--- src/rtl/irq_arbiter.sv ---
// rtl/irq_arbiter.sv - round-robin interrupt arbiter with claim/complete handshake
//
// Shares one core external-interrupt input among N_SRC level sources. Each
// source is synchronised, rising edges are latched as pending bits, and one
// enabled pending source is chosen by round-robin starting at rr_ptr.
//
// Ports:
//   clk, rst_n    clock, asynchronous active-low reset
//   src_irq       raw level interrupt inputs (asynchronous to clk)
//   global_en     master enable for arbitration
//   en_mask       per-source enable (1 = may be granted)
//   claim         1-cycle pulse: handler claims the current interrupt
//   complete      1-cycle pulse: handler finished source complete_id
//   complete_id   ID being completed
//   irq_req       level request to the core (high only in REQ)
//   irq_1shot     1-cycle pulse on each irq_req rise
//   claim_id      ID granted at the last successful claim
//   claim_valid   1-cycle pulse the cycle after a successful claim
//   pending       latched pending bits
module irq_arbiter #(
  parameter int N_SRC       = 4,
  parameter int IDW         = 2,
  parameter int SYNC_STAGES = 2
) (
  input  logic             clk,
  input  logic             rst_n,
  input  logic [N_SRC-1:0] src_irq,
  input  logic             global_en,
  input  logic [N_SRC-1:0] en_mask,
  input  logic             claim,
  input  logic             complete,
  input  logic [IDW-1:0]   complete_id,
  output logic             irq_req,
  output logic             irq_1shot,
  output logic [IDW-1:0]   claim_id,
  output logic             claim_valid,
  output logic [N_SRC-1:0] pending
);

  typedef enum logic [1:0] {
    IDLE    = 2'd0,
    REQ     = 2'd1,
    SERVICE = 2'd2
  } state_t;

  state_t           state, state_nxt;
  logic [N_SRC-1:0] sync_q [SYNC_STAGES];
  logic [N_SRC-1:0] sync_d;
  logic [N_SRC-1:0] src_edge;
  logic [N_SRC-1:0] cand;
  logic [N_SRC-1:0] clr_mask;
  logic [IDW-1:0]   rr_ptr;
  logic [IDW-1:0]   grant_id;
  logic [IDW-1:0]   winner;
  logic [IDW-1:0]   next_ptr;
  logic             any_cand;
  logic             irq_req_dly;
  logic             do_grant;
  logic             do_claim;
  logic             do_complete;

  // Synchroniser chain plus one delay flop for edge detection.
  always_ff @(posedge clk or negedge rst_n) begin
    if (!rst_n) begin
      for (int i = 0; i < SYNC_STAGES; i++) sync_q[i] <= '0;
      sync_d <= '0;
    end else begin
      sync_q[0] <= src_irq;
      for (int i = 1; i < SYNC_STAGES; i++) sync_q[i] <= sync_q[i-1];
      sync_d <= sync_q[SYNC_STAGES-1];
    end
  end

  assign src_edge = sync_q[SYNC_STAGES-1] & ~sync_d;
  assign cand     = pending & en_mask;

  // Round-robin search: first candidate at rr_ptr, rr_ptr+1, ... modulo N_SRC.
  always_comb begin
    int             idx;
    logic [IDW-1:0] idx_b;
    winner   = '0;
    any_cand = 1'b0;
    idx      = 0;
    idx_b    = '0;
    for (int i = 0; i < N_SRC; i++) begin
      idx   = (int'(rr_ptr) + i) % N_SRC;
      idx_b = IDW'(idx);
      if (!any_cand && cand[idx_b]) begin
        winner   = idx_b;
        any_cand = 1'b1;
      end
    end
  end

  always_ff @(posedge clk or negedge rst_n) begin
    if (!rst_n) state <= IDLE;
    else        state <= state_nxt;
  end

  always_comb begin
    state_nxt   = state;
    do_grant    = 1'b0;
    do_claim    = 1'b0;
    do_complete = 1'b0;
    case (state)
      IDLE: begin
        if (global_en && any_cand) begin
          do_grant  = 1'b1;
          state_nxt = REQ;
        end
      end
      REQ: begin
        // A claim outranks a withdraw seen in the same cycle.
        if (claim) begin
          do_claim  = 1'b1;
          state_nxt = SERVICE;
        end else if (!global_en || !en_mask[grant_id]) begin
          state_nxt = IDLE;
        end
      end
      SERVICE: begin
        if (complete && (complete_id == grant_id)) begin
          do_complete = 1'b1;
          state_nxt   = IDLE;
        end
      end
      default: state_nxt = IDLE;
    endcase
  end

  always_comb begin
    clr_mask = '0;
    if (do_claim) clr_mask[grant_id] = 1'b1;
  end

  assign next_ptr = (grant_id == IDW'(N_SRC - 1)) ? '0 : grant_id + 1'b1;

  always_ff @(posedge clk or negedge rst_n) begin
    if (!rst_n) begin
      pending     <= '0;
      grant_id    <= '0;
      claim_id    <= '0;
      claim_valid <= 1'b0;
      rr_ptr      <= '0;
      irq_req_dly <= 1'b0;
    end else begin
      // OR-ing the edge after the clear keeps a new event arriving with its claim.
      pending     <= (pending & ~clr_mask) | src_edge;
      claim_valid <= do_claim;
      irq_req_dly <= irq_req;
      if (do_grant)    grant_id <= winner;
      if (do_claim)    claim_id <= grant_id;
      if (do_complete) rr_ptr   <= next_ptr;
    end
  end

  assign irq_req   = (state == REQ);
  assign irq_1shot = irq_req & ~irq_req_dly;

endmodule

--- config.mk ---
export PLATFORM = sky130hd
export DESIGN_NAME = irq_arbiter
export DESIGN_NICKNAME = d
export VERILOG_FILES = /design/src/rtl/irq_arbiter.sv
export SDC_FILE = /design/constraint.sdc
export NUM_CORES = 1
export LEC_CHECK = 0
export CAP_MARGIN = 15
export CORE_MARGIN = 2
export CORE_UTILIZATION = 45
export DETAILED_ROUTE_END_ITERATION = 8
export PLACE_DENSITY = 0.78
export SYNTH_ARGS = -nofsm -noshare
export SYNTH_HDL_FRONTEND = slang
export SYNTH_SLANG_ARGS = --single-unit
--- constraint.sdc ---
create_clock -name clk -period 4.05 [get_ports clk]
set_input_delay 0.81 -clock clk [delete_from_list [all_inputs] [get_ports clk]]
set_output_delay 0.81 -clock clk [all_outputs]
set_load 0.005 [all_outputs]
==> impl_metrics.env <==
export IMPL_outcome="finished, final reports clean"
export IMPL_fmax_mhz=402
export IMPL_yosysMostFrequentCell="dfrtp_1"
export IMPL_slowest_stage="clkdlybuf4s50_1"
export IMPL_hold_viol=0
export IMPL_syn_nets=107
export IMPL_synthFlopType="dfrtp_1"
export IMPL_drc=0
export IMPL_synthTopCellsByArea="dfrtp_1 (59%), ha_1 (4.5%), nand2_1 (4.1%), a22o_1 (4.0%), mux2_4 (2.7%)"
export IMPL_ctsHoldBuffers=0
export IMPL_whs_ns=0.364
export IMPL_place_hpwl_mm=1.63
export IMPL_setup_slack_ns=1.57
export IMPL_period_minus_slack_ns=2.48
export IMPL_io_buffers=23
export IMPL_power_leakage_nw=0.665
export IMPL_ys_async_sr_fraction_pct=100
export IMPL_netlist_instances=88
export IMPL_netlist_top_cells_count="dfrtp_1 (26), nand2_1 (12), inv_1 (7), a22o_1 (5), o21ai_0 (5)"
export IMPL_drt_pass1_iterations=4
export IMPL_cts_tree="done"
export IMPL_syn_cell_area_mm2=0.00110
export IMPL_grt_pass1_vias=775
export IMPL_track_usage_pct=17.5
export IMPL_drv_slew=0
export IMPL_clock_root_buffer="clkbuf_4"
export IMPL_ys_seq_elements=26
export IMPL_cellPowerDensity_mw_per_mm2=531
export IMPL_ir_drop_uv=343
export IMPL_fp_dieH_um=53.5
export IMPL_grt_max_degree=27
export IMPL_clock_sinks=26
export IMPL_cpPeakStageDelay_ns=0.50
export IMPL_synth_top_cell_area_share_pct=59.1
export IMPL_setup_viol_count_final=0
export IMPL_die_w_um=53.5
export IMPL_synth_cell_types=27
export IMPL_min_from="sync_q[7]"
export IMPL_viasPerCell=5.47
export IMPL_cts_buffer_depth=2
export IMPL_post_place_ws_ns=1.84
export IMPL_ant_nets=0
export IMPL_layout_drive_gt1_share_pct=10.4
export IMPL_htree_levels=1
export IMPL_syn2layout_area_growth_pct=28.6
export IMPL_wl_per_cell_um=15.4
export IMPL_numCtsBuffers=3
export IMPL_crit_fanout=5
export IMPL_crit_reg2reg_launch="grant_id[0]"
export IMPL_diodes=0
export IMPL_num_io_pins=24
export IMPL_avgSynthCellArea_um2=12.5
export IMPL_rsz0062_at_grt="no"
export IMPL_vias=782
export IMPL_coreArea_mm2=0.00225
export IMPL_fin_crit_sh_pct=61.4
export IMPL_crit_chain="and2b_2 -> nor2b_1 -> clkdlybuf4s50_1"
export IMPL_finalClockSkew_ns=0.00328
export IMPL_ctsResizeCount=0
export IMPL_critical_path_required_ns=3.24
export IMPL_antenna_found_initial=0
export IMPL_seq_area_frac_synth_pct=59.1
export IMPL_critical_path_class="flip-flop to output port"
export IMPL_place_area_mm2=0.00137
export IMPL_design_area_mm2=0.00142
export IMPL_startpoint_type="flip-flop"
export IMPL_start_util_pct=48.8
export IMPL_cap_violations=0
export IMPL_wirelength_mm=2.20
export IMPL_place_congestion=0.823
export IMPL_synth_edf_count=0
export IMPL_clk_latency_ns=0.31
export IMPL_post_cts_repair_setup_buffers=0
export IMPL_grt_overflow=0
export IMPL_dieArea_mm2=0.00286
export IMPL_rows=17
export IMPL_yosysWarningCount=0
export IMPL_min_path_type="flip-flop to flip-flop"
export IMPL_maxSlewHeadroom_pct=67.4
export IMPL_grt_pass1_wl_mm=3.48
export IMPL_cp_startpoint="state[1]"
export IMPL_worstSetupEndpointType="output port"
export IMPL_arrival_ns=1.67
export IMPL_tightestPinTransition_ns=0.487
export IMPL_yosysTopAreaCell="dfrtp_1"
export IMPL_nets=136
export IMPL_final_setup_tns_ns=0
export IMPL_path_clk_slew_ns=0.13
export IMPL_drt_iter0_markers=9
export IMPL_fillers=192
[layout make-up]
| class | count | area (um^2) | share of cell area, % |
|---|---|---|---|
| clock buffers | 3 | 22.5 | 1.59 |
| inverters | 7 | 26.3 | 1.86 |
| multi-input cells | 55 | 424 | 29.9 |
| well taps | 28 | 35.0 | 2.47 |
| flip-flops and latches | 26 | 651 | 45.9 |
| repair buffers | 24 | 258 | 18.2 |
[per-stage QoR]
step | instances | power (mW) | util, %
final | 143 | 0.751 | 62.8
after global routing | 143 | 0.803 | 62.8
after CTS | 142 | 0.752 | 61.6
after detailed placement | 139 | 0.648 | 60.6
after global placement | 139 | 0.634 | 60.6
after floorplan | 88 | 0.521 | -
[kinds of logic after synthesis]
logic type | share of synthesized area [%]
AOI/OAI and AO/OA | 13.9
xor gates and xnor gates | 1.59
adders and majority gates | 4.55
buffers and inverters | 2.39
DFF | 59.1
muxes | 5.11
and+or+nand+nor | 13.4
[per-layer routing]
layer / track usage [%] / up-vias / wire length [um]
met3: 4.52 / 4 / 156
met4: 5.56 / 0 / 29
met2: 30.7 / 33 / 1120
met5: 0 / - / 0
met1: 20.6 / 380 / 898
li1: - / 365 / -
[worst paths after layout]
| path | depth (start not counted) | endpoint | slack (ns) |
|---|---|---|---|
| setup / recovery | 3 | irq_1shot | 1.57 |
| setup reg to reg | 3 | state[0] | 2.60 |
| hold / removal | 0 | sync_q[3] | 0.36 |
| hold reg to reg | 0 | sync_q[3] | 0.36 |
| max in group asynchronous | 2 | pending[1] | 2.79 |
| min in group asynchronous | 1 | claim_id[0] | 0.81 |
[placed cells by master (no fill, tap or decap), types with 2 or more instances in the layout]
master | netlist | layout
dfrtp_1 | 26 | 26
clkdlybuf4s50_1 | 0 | 23
nand2_1 | 12 | 12
inv_1 | 7 | 7
a22o_1 | 5 | 5
o21ai_0 | 5 | 5
a21oi_1 | 4 | 4
ha_1 | 4 | 4
clkbuf_4 | 0 | 3
nor2b_1 | 2 | 2
nor2_1 | 2 | 2
xnor2_1 | 2 | 2
mux2_4 | 2 | 2
nand2b_1 | 2 | 2
[critical path, delay by kind of cell (launching register included)]
kind	cells	cell delay [ns]
and+or+nand+nor	2	0.41
buffers and inverters	1	0.50
DFF	1	0.45
[state kept, by name, indices dropped and copies added (netlist names)]
name         flops
sync_q           8
pending          4
sync_d           4
claim_id         2
grant_id         2
rr_ptr           2
state            2
claim_valid      1
irq_req_dly      1
[power breakdown]
group          switching [mW]  internal (mW)
registers              0.0769          0.315
clock network          0.0690         0.0348
logic                   0.100          0.156
(Power assumes the default switching activity.)
